<file path="config.mk">
export PLATFORM = sky130hd
export DESIGN_NAME = serial_addsub_word
export DESIGN_NICKNAME = d
export VERILOG_FILES = /design/src/rtl/serial_addsub_word.sv
export SDC_FILE = /design/constraint.sdc
export NUM_CORES = 1
export LEC_CHECK = 0
export BUFFER_PORTS_ARGS = -buffer_cell sky130_fd_sc_hd__buf_2
export CAP_MARGIN = 20
export CORE_MARGIN = 2
export CORE_UTILIZATION = 52
export CTS_BUF_LIST = sky130_fd_sc_hd__clkbuf_4 sky130_fd_sc_hd__clkbuf_8 sky130_fd_sc_hd__clkbuf_16
export CTS_CLUSTER_DIAMETER = 60
export DETAILED_ROUTE_END_ITERATION = 8
export PLACE_DENSITY = 0.77
export SYNTH_ARGS = -nofsm -noshare
export SYNTH_HDL_FRONTEND = slang
export SYNTH_SLANG_ARGS = --single-unit
</file>
<file path="constraint.sdc">
create_clock -name clk -period 2.3 [get_ports clk]
set_input_delay 0.115 -clock clk [delete_from_list [all_inputs] [get_ports clk]]
set_output_delay 0.115 -clock clk [all_outputs]
set_load 0.01 [all_outputs]
</file>
<file path="src/rtl/serial_addsub_word.sv">
// serial_addsub_word: bit-serial add/subtract over a framed word, LSB digit first,
// with registered digit stream, assembled word and end-of-word carry/overflow flags.
module serial_addsub_word #(
  parameter int DIGIT_W    = 1,
  parameter int NUM_DIGITS = 8
) (
  input  logic                          clk,
  input  logic                          reset,
  input  logic                          start,
  input  logic                          sub,
  input  logic                          in_valid,
  input  logic [DIGIT_W-1:0]            x,
  input  logic [DIGIT_W-1:0]            y,
  output logic                          busy,
  output logic                          s_valid,
  output logic [DIGIT_W-1:0]            s,
  output logic [DIGIT_W*NUM_DIGITS-1:0] word_out,
  output logic                          done,
  output logic                          carry_out,
  output logic                          overflow
);
  localparam int W  = DIGIT_W * NUM_DIGITS;
  localparam int CW = NUM_DIGITS > 1 ? $clog2(NUM_DIGITS) : 1;
  typedef enum logic {IDLE, RUN} state_t;
  state_t             state_q, state_d;
  logic               mode_q, mode_d, carry_q, carry_d;
  logic               s_valid_q, s_valid_d, done_q, done_d;
  logic               cout_q, cout_d, ovf_q, ovf_d;
  logic [CW-1:0]      count_q, count_d;
  logic [DIGIT_W-1:0] s_q, s_d, ye;
  logic [W-1:0]       word_q, word_d;
  logic [DIGIT_W:0]   t;
  logic               take, last;
  always_comb begin
    ye        = y ^ {DIGIT_W{mode_q}};
    t         = {1'b0, x} + {1'b0, ye} + {{DIGIT_W{1'b0}}, carry_q};
    take      = state_q == RUN && in_valid;
    last      = take && count_q == CW'(NUM_DIGITS - 1);
    state_d   = state_q;
    mode_d    = mode_q;
    carry_d   = carry_q;
    count_d   = count_q;
    s_d       = s_q;
    word_d    = word_q;
    cout_d    = cout_q;
    ovf_d     = ovf_q;
    s_valid_d = take;
    done_d    = last;
    // subtraction is x + ~y + 1: the +1 is preloaded into the carry
    if (state_q == IDLE && start) begin
      state_d = RUN;
      mode_d  = sub;
      carry_d = sub;
      count_d = '0;
    end
    if (take) begin
      s_d     = t[DIGIT_W-1:0];
      carry_d = t[DIGIT_W];
      word_d  = {t[DIGIT_W-1:0], word_q[W-1:DIGIT_W]};
      count_d = count_q + 1'b1;
    end
    if (last) begin
      state_d = IDLE;
      cout_d  = t[DIGIT_W];
      ovf_d   = (x[DIGIT_W-1] == ye[DIGIT_W-1]) && (t[DIGIT_W-1] != x[DIGIT_W-1]);
    end
  end
  always_ff @(posedge clk) begin
    if (reset) begin
      state_q   <= IDLE;
      mode_q    <= 1'b0;
      carry_q   <= 1'b0;
      count_q   <= '0;
      s_q       <= '0;
      word_q    <= '0;
      s_valid_q <= 1'b0;
      done_q    <= 1'b0;
      cout_q    <= 1'b0;
      ovf_q     <= 1'b0;
    end else begin
      state_q   <= state_d;
      mode_q    <= mode_d;
      carry_q   <= carry_d;
      count_q   <= count_d;
      s_q       <= s_d;
      word_q    <= word_d;
      s_valid_q <= s_valid_d;
      done_q    <= done_d;
      cout_q    <= cout_d;
      ovf_q     <= ovf_d;
    end
  end
  assign busy      = state_q == RUN;
  assign s_valid   = s_valid_q;
  assign s         = s_q;
  assign word_out  = word_q;
  assign done      = done_q;
  assign carry_out = cout_q;
  assign overflow  = ovf_q;
endmodule

</file>
==> After elaboration in Yosys (flattened, before gate mapping) <==
Cells that the tools add are included.
Widths: inputs -> output; s select.
{ "op_classes": {"add_sub_neg": 3, "eq_ne": 3, "n_mux": 4, "n_bitwise": 2, "reduce_logical": 6} }
{ "ops": {"columns": ["cell", "n"], "rows": [
  ["$mux 3", 2],
  ["$logic_and 1x1->1", 4],
  ["$add 3x1->3 const B", 1],
  ["$eq 3x3->1 const B", 1],
  ["$add 1x1->2", 1],
  ["$add 2x1->2", 1],
  ["$mux 1", 2],
  ["$reduce_bool 2->1", 1],
  ["$reduce_or 2->1", 1],
  ["$eq 1x1->1", 1],
  ["$ne 1x1->1", 1],
  ["$not 1->1", 1],
  ["$xor 1x1->1", 1]
]} }
{ "totals": {"ff_bits": 19, "in_bits": 7, "out_inout_bits": 14, "elab_cells": 28} }

==> Longest topological paths before layout <==
{ "depth": {"word_depth": 5, "ltp_mapped": 5, "mapped_depth_nobuf": 5} }

==> Worst setup path before layout <==
Ideal clock, no wire load.
{ "synth_timing": {"path_type": "reg-to-reg", "startpoint": "register mode_q", "endpoint": "register ovf_q, in the netlist overflow", "setup_time_ps": 91, "arrival_time_ps": 1395, "t_required_ps": 2209, "path_slack_ps": 814, "path_stages_with_launch": 6, "path_buffers": 0, "synth_period_minus_slack_ps": 1486, "path_cell_list": "dfxtp_1 xnor2_1 fa_1 nor2_1 nand2_1 a311oi_1"} }
{ "synth_via": {"elab_chain_len": 5, "word_cells_on_any_way": 6, "cone_classes": "2 x add/sub; 2 x eq/ne; 1 x bitwise; 1 x reduce/logical"} }
{ "synth_lines": {"columns": ["item", "line_no", "source"], "rows": [
  ["start, declared", "26", "logic mode_q, mode_d, carry_q, carry_d;"],
  ["start signal, assigned", "82", "mode_q <= mode_d;"],
  ["$xor 1x1->1 *", "35", "ye = y ^ {DIGIT_W{mode_q}};"],
  ["$add 1x1->2", "36", "t = {1'b0, x} + {1'b0, ye} + {{DIGIT_W{1'b0}}, carry_q};"],
  ["$add 2x1->2", "36", null],
  ["$ne 1x1->1", "65", "ovf_d = (x[DIGIT_W-1] == ye[DIGIT_W-1]) && (t[DIGIT_W-1] != x[DIGIT_W-1]);"],
  ["$logic_and 1x1->1 *", "65", null],
  ["end signal, assigned", "90", "ovf_q <= ovf_d;"],
  ["end, declared", "28", "logic cout_q, cout_d, ovf_q, ovf_d;"]
]} }
Every way passes the cells marked *; elsewhere a longest branch is shown, timed or not.
A chain may end at the register's enable or synchronous reset.

==> Final worst setup path <==
Same ends and word-level chain as after synthesis.

==> impl_results.md <==
* Pwr Density at 668.4 nW/µm²
* CTS Root Cell: clkbuf_4
* Cell taking the most area after synthesis: dfxtp_1
* Hpwl dp at 937.8 µm
* Clock transition at path regs at 0.11 ns
* Core area at 1334 µm²
* Worst IR Drop VDD at 0.4346 mV
* Die height at 42.03 µm
* Min-Delay Path Depth at 3
* Lkg Pwr at 0.3856 nW
* Crit Path Max Fanout at 3
* Post-synth EDFFs at 0
* Post-DR wirelength/cell at 11.23 µm
* Setup crit end kind: flip-flop
* First-pass DRT Iterations at 7
* Main combinational cell family by area after synthesis: simple AND/OR/NAND/NOR gates
* FMAX at 0.6136 GHz
* CP cell instances: xnor2_1 > fa_1 > nor2_1 > nand2_1 > a311oi_1
* Crit share post-route at 70.86%
* Max-Cap Viols at 0
* Final Skew at 0.008179 ns
* Placer Congestion at 0.7089
* Buffers on Ports at 20
* RSZ-0062 raised after global routing: false
* CTS Hold Bufs at 0
* Clock Latency Late Sink at 0.29 ns
* Buf/Inv on CP at 0
* Syn avg cell area at 9.170 µm²
* Via count at 601
* Final setup violation count at 0
* Via density at 5.181
* Post-synth top cells: 18 x dfxtp_1, 18 x nand2_1, 10 x a21oi_1, 9 x nor2_1
* Antenna Cells at 0
* WP data arrival at 1.84 ns
* Post-synthesis adder-cell area fraction at 5.990%
* Clk pwr share at 32.9%
* Vias in the first global route at 487
* Register area share after synthesis at 47.92%
* Slew margin rel. at 76.05%
* Largest stage delay, worst path at 0.50 ns
* Yosys warnings at 0
* Starting Density at 56.38%
* Power Internal at 0.4447 mW
* Final Worst Setup Slack at 0.6703 ns
* Worst Hold Endpoint: mode_q$_SDFFE_PP0P_
* Num CTS Buffers at 3
* Reg power frac at 55.5%
* Top post-synthesis cells by area: dfxtp_1 48%, nand2_1 9.0%, a21oi_1 6.7%
* Dpl cells at 112
* Post-synthesis simple-gate area fraction at 23.63%
* Status: finished clean
* Nets at 112
* Distinct cells, synth at 26
* Postcts setup bufs at 0
* Top_reg_cell synth: dfxtp_1
* CP Class: flip-flop to flip-flop
* Area delta synth->final at 16.31%
* Largest net degree at the start of global routing at 18
* CP max-delay cell: fa_1
* Post-layout util at 65.57%
* Post-Syn Nets at 92
* Yosys reg bits at 18
* FF-to-FF Start: mode_q$_SDFFE_PP0P_
* Total Neg Setup Slack at 0 ns
* Post-synthesis cell count at 82
* Remaining DRCs at 0
* Routed WL at 1303 µm
* Die area at 1766 µm²
* Share of cells above drive strength 1 at 28.71%
* Overflow after GRT at 0
* CP required at 2.51 ns
* Final hold slack at 0.1040 ns
* Reg-to-reg critical path endpoint: overflow$_SDFFE_PP0P_
* Rows at 13
* Asr flop ratio synth at 0%
* Synth Area in XOR/XNOR at 2.329%
* Clk sinks at 18
* Crit path time final at 1.630 ns
* I/O pins at 21
* Compound-Gate Fraction of Synth Area at 13.48%
* Max clock buf depth at 2
* Total GRT Usage at 14.89%
* Die width at 42.03 µm
* R2R cell count at 5
* Final slew viol count at 0
* H-tree depth at 1
* Beginning of the worst hold path: sub
* Pre-CTS WS at 0.6925 ns
* Mux share of post-synthesis cell area at 1.331%
* Syn Std Cell Area at 752.0 µm²
* Logic pwr share at 11.5%
* Drt initial violations at 8
* Switching share of power at 23.92%
* Worst Hold Class: input pin to flip-flop
* Worst-margin pin slew at 0.3584 ns
* Crit path launch type: flip-flop
* Share of the synthesized area in the top cell type at 47.92%
* Routed Antenna Nets at 0
* Initial antenna violation count at 0
* Max reg flops at 7
* First-pass GRT wire length at 2028 µm
* Internal reg-to-reg setup slack at 0.67 ns
* CTS tree: done
* Post-cts resize count at 0
* Number of non-filler instances in the completed layout at 116
* Psw at 0.1399 mW
* Delay-heaviest family, CP: adder cells
* Final hold vios at 0
## cells in the final DEF, fill, tap and decap left out, types with 2 or more instances in the layout
| master | netlist | layout |
|---|---|---|
| a211oi_1 | 2 | 2 |
| a21oi_1 | 10 | 10 |
| buf_2 | 2 | 20 |
| clkbuf_4 | 0 | 3 |
| dfxtp_1 | 18 | 18 |
| ha_1 | 2 | 2 |
| inv_1 | 2 | 2 |
| nand2_1 | 18 | 18 |
| nand3_1 | 2 | 2 |
| nor2_1 | 9 | 9 |
## kinds of logic after synthesis
family,Yosys count
multiplexers,1
XOR/XNOR,2
buffers and inverters,7
AND/OR/NAND/NOR,37
flip-flops,18
adder cells (fa/ha/maj),3
AO/OA/AOI/OAI,14
## per-stage QoR
| step | area, µm² | total power, mW |
|---|---|---|
| 4_1_cts | 874.6 | 0.5912 |
| 3_3_place_gp | 838.3 | 0.3974 |
| 2_1_floorplan | 752.0 | 0.3844 |
| 3_5_place_dp | 838.3 | 0.3990 |
| 5_1_grt | 874.6 | 0.6096 |
| 6_report | 874.6 | 0.5846 |
## cell type report
class	count	area (µm²)
clock buffers	4	36.28
inverters	2	7.507
repair buffers	20	100.1
multi-input cells	57	351.6
flip-flops and latches	18	360.3
fillers	126	459.2
well taps	15	18.77
## power groups by stage
| stage | registers [mW] | logic (mW) | clock network (mW) |
|---|---|---|---|
| 2_1_floorplan | 0.333 | 0.0516 | 0 |
| 3_3_place_gp | 0.331 | 0.0659 | 0 |
| 3_5_place_dp | 0.332 | 0.0672 | 0 |
| 4_1_cts | 0.325 | 0.0675 | 0.199 |
| 5_1_grt | 0.326 | 0.0742 | 0.210 |
| 6_report | 0.325 | 0.0675 | 0.193 |
## routing by layer
metal	track usage, %	routed length (µm)	vias to the layer above
met2	25.00	602	13
met3	2.586	54	2
met1	18.31	633	277
li1	-	-	309
met4	7.500	12	0
met5	0	0	-
## tightest hold or removal path: cells and delay by family
family	cells	cell delay [ns]
buf+inv	1	0.10
mux	1	0.07
simple gates	1	0.08
## worst max-delay path by stage
stage / start / to / slack (ns) / cells after the start
2_1_floorplan: mode_q$_SDFFE_PP0P_ / overflow$_SDFFE_PP0P_ / 0.81 / 5
3_3_place_gp: mode_q$_SDFFE_PP0P_ / overflow$_SDFFE_PP0P_ / 0.78 / 5
3_5_place_dp: mode_q$_SDFFE_PP0P_ / overflow$_SDFFE_PP0P_ / 0.69 / 5
4_1_cts: mode_q$_SDFFE_PP0P_ / overflow$_SDFFE_PP0P_ / 0.67 / 5
5_1_grt: mode_q$_SDFFE_PP0P_ / overflow$_SDFFE_PP0P_ / 0.55 / 5
6_report: mode_q$_SDFFE_PP0P_ / overflow$_SDFFE_PP0P_ / 0.67 / 5
No activity file was read; power rests on OpenSTA's default activity.
